[src/rtl/demux_1x4_buf.sv]
// Buffered 1-to-4 demultiplexer. One producer feeds a small in-order FIFO of
// {sel, data} entries. The head entry is offered to the consumer selected by
// its sel field through a one-hot out_valid and a shared out_data bus.
// Optional feature macro: DEMUX_XFER_CNT_EN adds the xfer_cnt port, which
// holds saturating per-consumer transfer counters.
//
// state    | meaning
// ---------+-------------------------------------------------
// ST_EMPTY | count == 0, nothing offered, out_ready ignored
// ST_PART  | 0 < count < DEPTH, can accept and offer
// ST_FULL  | count == DEPTH, input refused (no pass-through)
module demux_1x4_buf #(
    parameter int WIDTH = 32,
    parameter int DEPTH = 2
) (
    input  logic             clk,
    input  logic             rst,
    input  logic [WIDTH-1:0] in_data,
    input  logic [1:0]       in_sel,
    input  logic             in_valid,
    output logic             in_ready,
    output logic [WIDTH-1:0] out_data,
    output logic [3:0]       out_valid,
    input  logic [3:0]       out_ready
`ifdef DEMUX_XFER_CNT_EN
    ,
    output logic [63:0]      xfer_cnt
`endif
);

    localparam int AW = $clog2(DEPTH);
    localparam int CW = AW + 1;

    typedef enum logic [1:0] {
        ST_EMPTY = 2'd0,
        ST_PART  = 2'd1,
        ST_FULL  = 2'd2
    } state_t;

    state_t          state, state_next;
    logic [CW-1:0]   count, count_next;
    logic [AW-1:0]   wr_ptr, rd_ptr;
    logic [WIDTH+1:0] mem [DEPTH];

    logic [1:0]       head_sel;
    logic [WIDTH-1:0] head_data;
    logic             push, pop;

    assign head_sel  = mem[rd_ptr][WIDTH+1:WIDTH];
    assign head_data = mem[rd_ptr][WIDTH-1:0];

    // Handshake and output decode; everything is gated off while rst is high
    always_comb begin
        in_ready  = 1'b0;
        out_valid = 4'b0000;
        out_data  = '0;
        if (!rst) begin
            in_ready = (state != ST_FULL);
            if (state != ST_EMPTY) begin
                out_valid = 4'b0001 << head_sel;
                out_data  = head_data;
            end
        end
        push = in_valid & in_ready;
        pop  = |(out_valid & out_ready);
    end

    // Occupancy bookkeeping and next-state decode
    always_comb begin
        count_next = count;
        state_next = state;
        case ({push, pop})
            2'b10:   count_next = count + 1'b1;
            2'b01:   count_next = count - 1'b1;
            default: count_next = count;
        endcase
        case (state)
            ST_EMPTY: if (push) state_next = ST_PART;
            ST_PART: begin
                if (push && !pop && count_next == CW'(DEPTH))
                    state_next = ST_FULL;
                else if (pop && !push && count == CW'(1))
                    state_next = ST_EMPTY;
            end
            ST_FULL:  if (pop) state_next = ST_PART;
            default:  state_next = ST_EMPTY;
        endcase
    end

    // State, occupancy and pointer registers
    always_ff @(posedge clk) begin
        if (rst) begin
            state  <= ST_EMPTY;
            count  <= '0;
            wr_ptr <= '0;
            rd_ptr <= '0;
        end else begin
            state <= state_next;
            count <= count_next;
            if (push) wr_ptr <= wr_ptr + 1'b1;
            if (pop)  rd_ptr <= rd_ptr + 1'b1;
        end
    end

    // Entry storage; contents are deliberately left unreset
    always_ff @(posedge clk) begin
        if (push) mem[wr_ptr] <= {in_sel, in_data};
    end

`ifdef DEMUX_XFER_CNT_EN
    logic [15:0] xfer_q [4];

    for (genvar k = 0; k < 4; k++) begin : g_xfer
        // Saturating count of completed transfers on lane k
        always_ff @(posedge clk) begin
            if (rst)
                xfer_q[k] <= '0;
            else if (out_valid[k] && out_ready[k] && xfer_q[k] != 16'hFFFF)
                xfer_q[k] <= xfer_q[k] + 16'd1;
        end
        assign xfer_cnt[16*k +: 16] = xfer_q[k];
    end
`endif

endmodule

[config.mk]
export PLATFORM = sky130hd
export DESIGN_NAME = demux_1x4_buf
export DESIGN_NICKNAME = d
export VERILOG_FILES = /design/src/rtl/demux_1x4_buf.sv
export SDC_FILE = /design/constraint.sdc
export NUM_CORES = 1
export LEC_CHECK = 0
export CAP_MARGIN = 25
export CORE_ASPECT_RATIO = 0.8
export CORE_MARGIN = 5
export CORE_UTILIZATION = 44
export CTS_CLUSTER_SIZE = 10
export DETAILED_ROUTE_END_ITERATION = 10
export PLACE_DENSITY = 0.82
export SLEW_MARGIN = 10
export SYNTH_ARGS = -nofsm -noshare
export SYNTH_HDL_FRONTEND = slang
export SYNTH_SLANG_ARGS = --single-unit
[constraint.sdc]
create_clock -name clk -period 2.8 [get_ports clk]
set_clock_uncertainty 0.05 [all_clocks]
set_input_delay 0.56 -clock clk [delete_from_list [all_inputs] [get_ports clk]]
set_output_delay 0.56 -clock clk [all_outputs]
set_load 0.01 [all_outputs]
==> out/results.ini <==
[synthesis]
seq_area_frac_synth=0.715
synth_warnings=0
netlist.area_leader.share=0.669
syn_nets=249
netlist_area_um2=3050
synth_cell_types=28
synthTopCellsByCount=68 x edfxtp_1, 45 x nor2_1, 37 x mux2i_1, 8 x clkbuf_1, 7 x dfxtp_1
syn_inst=205
ys_ff_latch=75
synthArstFlopShare=0
ys.flop_type=edfxtp_1
syn_avg_cell_area_um2=14.9
synth.most_common_cell=edfxtp_1
synth.area.top_cells=edfxtp_1 67%, mux2i_1 12%, nor2_1 5.5%
synth-edff-count=68
yosysTopAreaCell=edfxtp_1

[sta]
rsz0062_at_grt=no
tightest_slew_ns=0.359
period_minus_slack_ns=2.72
max_freq_mhz=367
finalSetupViolCount=0
hold_violations=0
finalMaxSlewViolations=0
max_slew_margin=0.761
min_period_over_period=0.972

[final_layout]
multi_input_area_um2=817
antenna_cells=0
fill_cells=556
area_growth_pct=37.9
final_area_um2=4210
fin_nets=338
regArea_um2=2180
drive_gt1_frac=0.114

[clocking]
clk_pin_slew_ns=0.08
cts_tree=built
htreeDepth=3
numCtsBuffers=9
cts.sinks=75
cts-root-buf=clkbuf_8
clockBufferDepth=2
cts_hold_buf=0
clk_latency_ns=0.33

[setup_path]
cpMostUsedCell=clkdlybuf4s50_1
crit_type=in2out
critPathArrivalTime_ns=2.11
max_stage_delay_ns=0.57
crit_buf_inv=3
cp-start-kind=input pin
worstPathRequired_ns=2.19
r2r-start=mem[1][32]
cp_max_fo=17
cpMaxStageDelayCell=clkdlybuf4s50_1
r2r_end=state[0]
crit_family=buffers and inverters
r2r_slack_ns=0.19
crit_path_end_kind=output port
reg2regPathDepth=9
cp_cell_sequence=clkdlybuf4s50_1 -> o21bai_4 -> buf_12 -> nor2_1 -> clkdlybuf4s50_1

[placement]
portBuffers=77
placed_cell_area_um2=4010
gp_congestion=0.805
hpwl_um=4200

[routing]
dr.pass1.iters=4
ant_nets=0
drt_iter0_drc=75
wirelength_um=5780
drc_errors=0
wl_per_cell_um=15.0
vias=1906
via_per_inst=4.94

[power]
p_seq_frac=0.549
p_leak_nw=1.45
power.clock.fraction=0.333
p_sw_frac=0.217
p_sw_uw=507
p_int_mw=1.83
vdd_drop_max_mv=0.393
powerDensity_nw_per_um2=556
power_mw=2.34
comb_power_share=0.118

[die]
die_h_um=84.5
start_util=0.447
fp-row-count=27
core_area_um2=6820
io_pins=78
fp.dieW_um=103
die-area_um2=8710

[run_status]
status=finished, final reports clean

[run]
maxCapViolCount=0

[global_route]
antenna_found_initial=0
grt_max_degree=35
grt_overflow=0
grt_use_total=0.143
grt_pass1_vias=1973
grt_first_pass_wirelength_um=9450

[hold_path]
min_from=rd_ptr
whs_path_depth=1
holdCritPathClass=reg2reg

==> logic make-up after synthesis <==
family                   synth area share
XOR/XNOR                          0.00287
multiplexers                        0.129
AO/OA/AOI/OAI                      0.0349
buffers and inverters              0.0234
flip-flops                          0.715
adder cells (fa/ha/maj)            0.0123
AND/OR/NAND/NOR                    0.0824
==> per-layer routing <==
metal	wire length [µm]	vias to the layer above	global-route usage	part of all wire
li1	-	925	-	-
met4	119	0	0.0447	0.021
met3	424	14	0.0706	0.073
met1	2310	907	0.170	0.40
met5	0	-	0	0
met2	2920	60	0.228	0.51
==> sequential cells by signal (all words and copies together), names as in the netlist, named ones only <==
name / cells
state: 2
rd_ptr: 1
mem: 68
count: 2
wr_ptr: 1
==> per-stage QoR <==
step	util	instances	setup WS [ns]	TNS [ns]	hold WS, ns
finish	0.616	386	0.0779	0	0.421
global route	0.616	386	0.00290	0	0.459
CTS	0.616	386	0.0591	0	0.424
detailed placement	0.587	370	-0.0521	-0.0521	0.412
floorplan	-	205	0.230	0	0.384
global placement	0.587	370	0.0502	0	0.395
==> power groups by stage <==
stage	Clock, mW	Combinational (mW)	Sequential [mW]
2_1_floorplan	0	0.138	1.30
3_3_place_gp	0	0.273	1.31
3_5_place_dp	0	0.280	1.31
4_1_cts	0.809	0.281	1.28
5_1_grt	0.860	0.300	1.29
6_report	0.779	0.275	1.28
==> cell type report <==
class,count,share of cell area
Multi-Input combinational cell,115,0.194
Timing Repair Buffer,88,0.210
Clock inverter,6,0.0158
Inverter,5,0.00446
Tap cell,87,0.0259
Sequential cell,75,0.519
Clock buffer,10,0.0303
==> worst register-to-register path, cell delays in order (launching register included) <==
cell	delay [ns]
edfxtp_1	0.45
mux2i_1	0.26
mux4_2	0.56
nand2b_1	0.13
inv_2	0.04
ha_1	0.30
nand2b_1	0.14
o22ai_1	0.08
and3_1	0.22
a2111oi_4	0.30
==> what timing repair did <==
item                                    in CTS  in global routing
setup buffers                                0                  0
resized for setup                            0                  2
endpoints found under the setup margin       0                  2
==> how the worst max path moves through the flow <==
stage,startpoint,endpoint,depth (start not counted),slack (ns)
after global placement,rst,out_data[22],5,0.05
after floorplan,rst,state[0],10,0.23
after CTS,rst,out_data[22],5,0.06
final,rst,out_data[25],5,0.08
after detailed placement,out_ready[0],state[0],9,-0.05
after global routing,rst,out_data[25],5,0.003
==> cell usage in the layout (no fill, tap or decap) <==
master	netlist	routed
inv_2	2	2
and3_1	1	1
buf_4	0	9
clkinvlp_4	0	3
clkdlybuf4s50_1	0	75
dlymetal6s2s_1	0	2
a32oi_1	1	1
mux4_2	1	1
clkinv_4	0	1
o32a_1	1	1
o21bai_4	0	1
a2111oi_4	1	1
ha_1	3	3
bufinv_16	0	1
nand3_1	1	1
edfxtp_1	68	68
nand2_1	4	4
clkinv_2	0	1
nor2_1	45	44
clkbuf_8	0	9
nor3_1	1	1
dfxtp_2	0	1
inv_1	3	3
nor2b_1	2	2
clkbuf_1	8	1
o2bb2ai_1	1	1
mux2i_1	37	37
o21ai_0	1	1
nand2b_1	4	4
nor2_4	0	1
o21a_1	1	1
dfxtp_1	7	6
nand3b_1	1	1
o22ai_1	1	1
and2_2	0	1
xnor2_1	1	1
buf_12	0	2
a21oi_1	5	5
(Power assumes the default switching activity.)
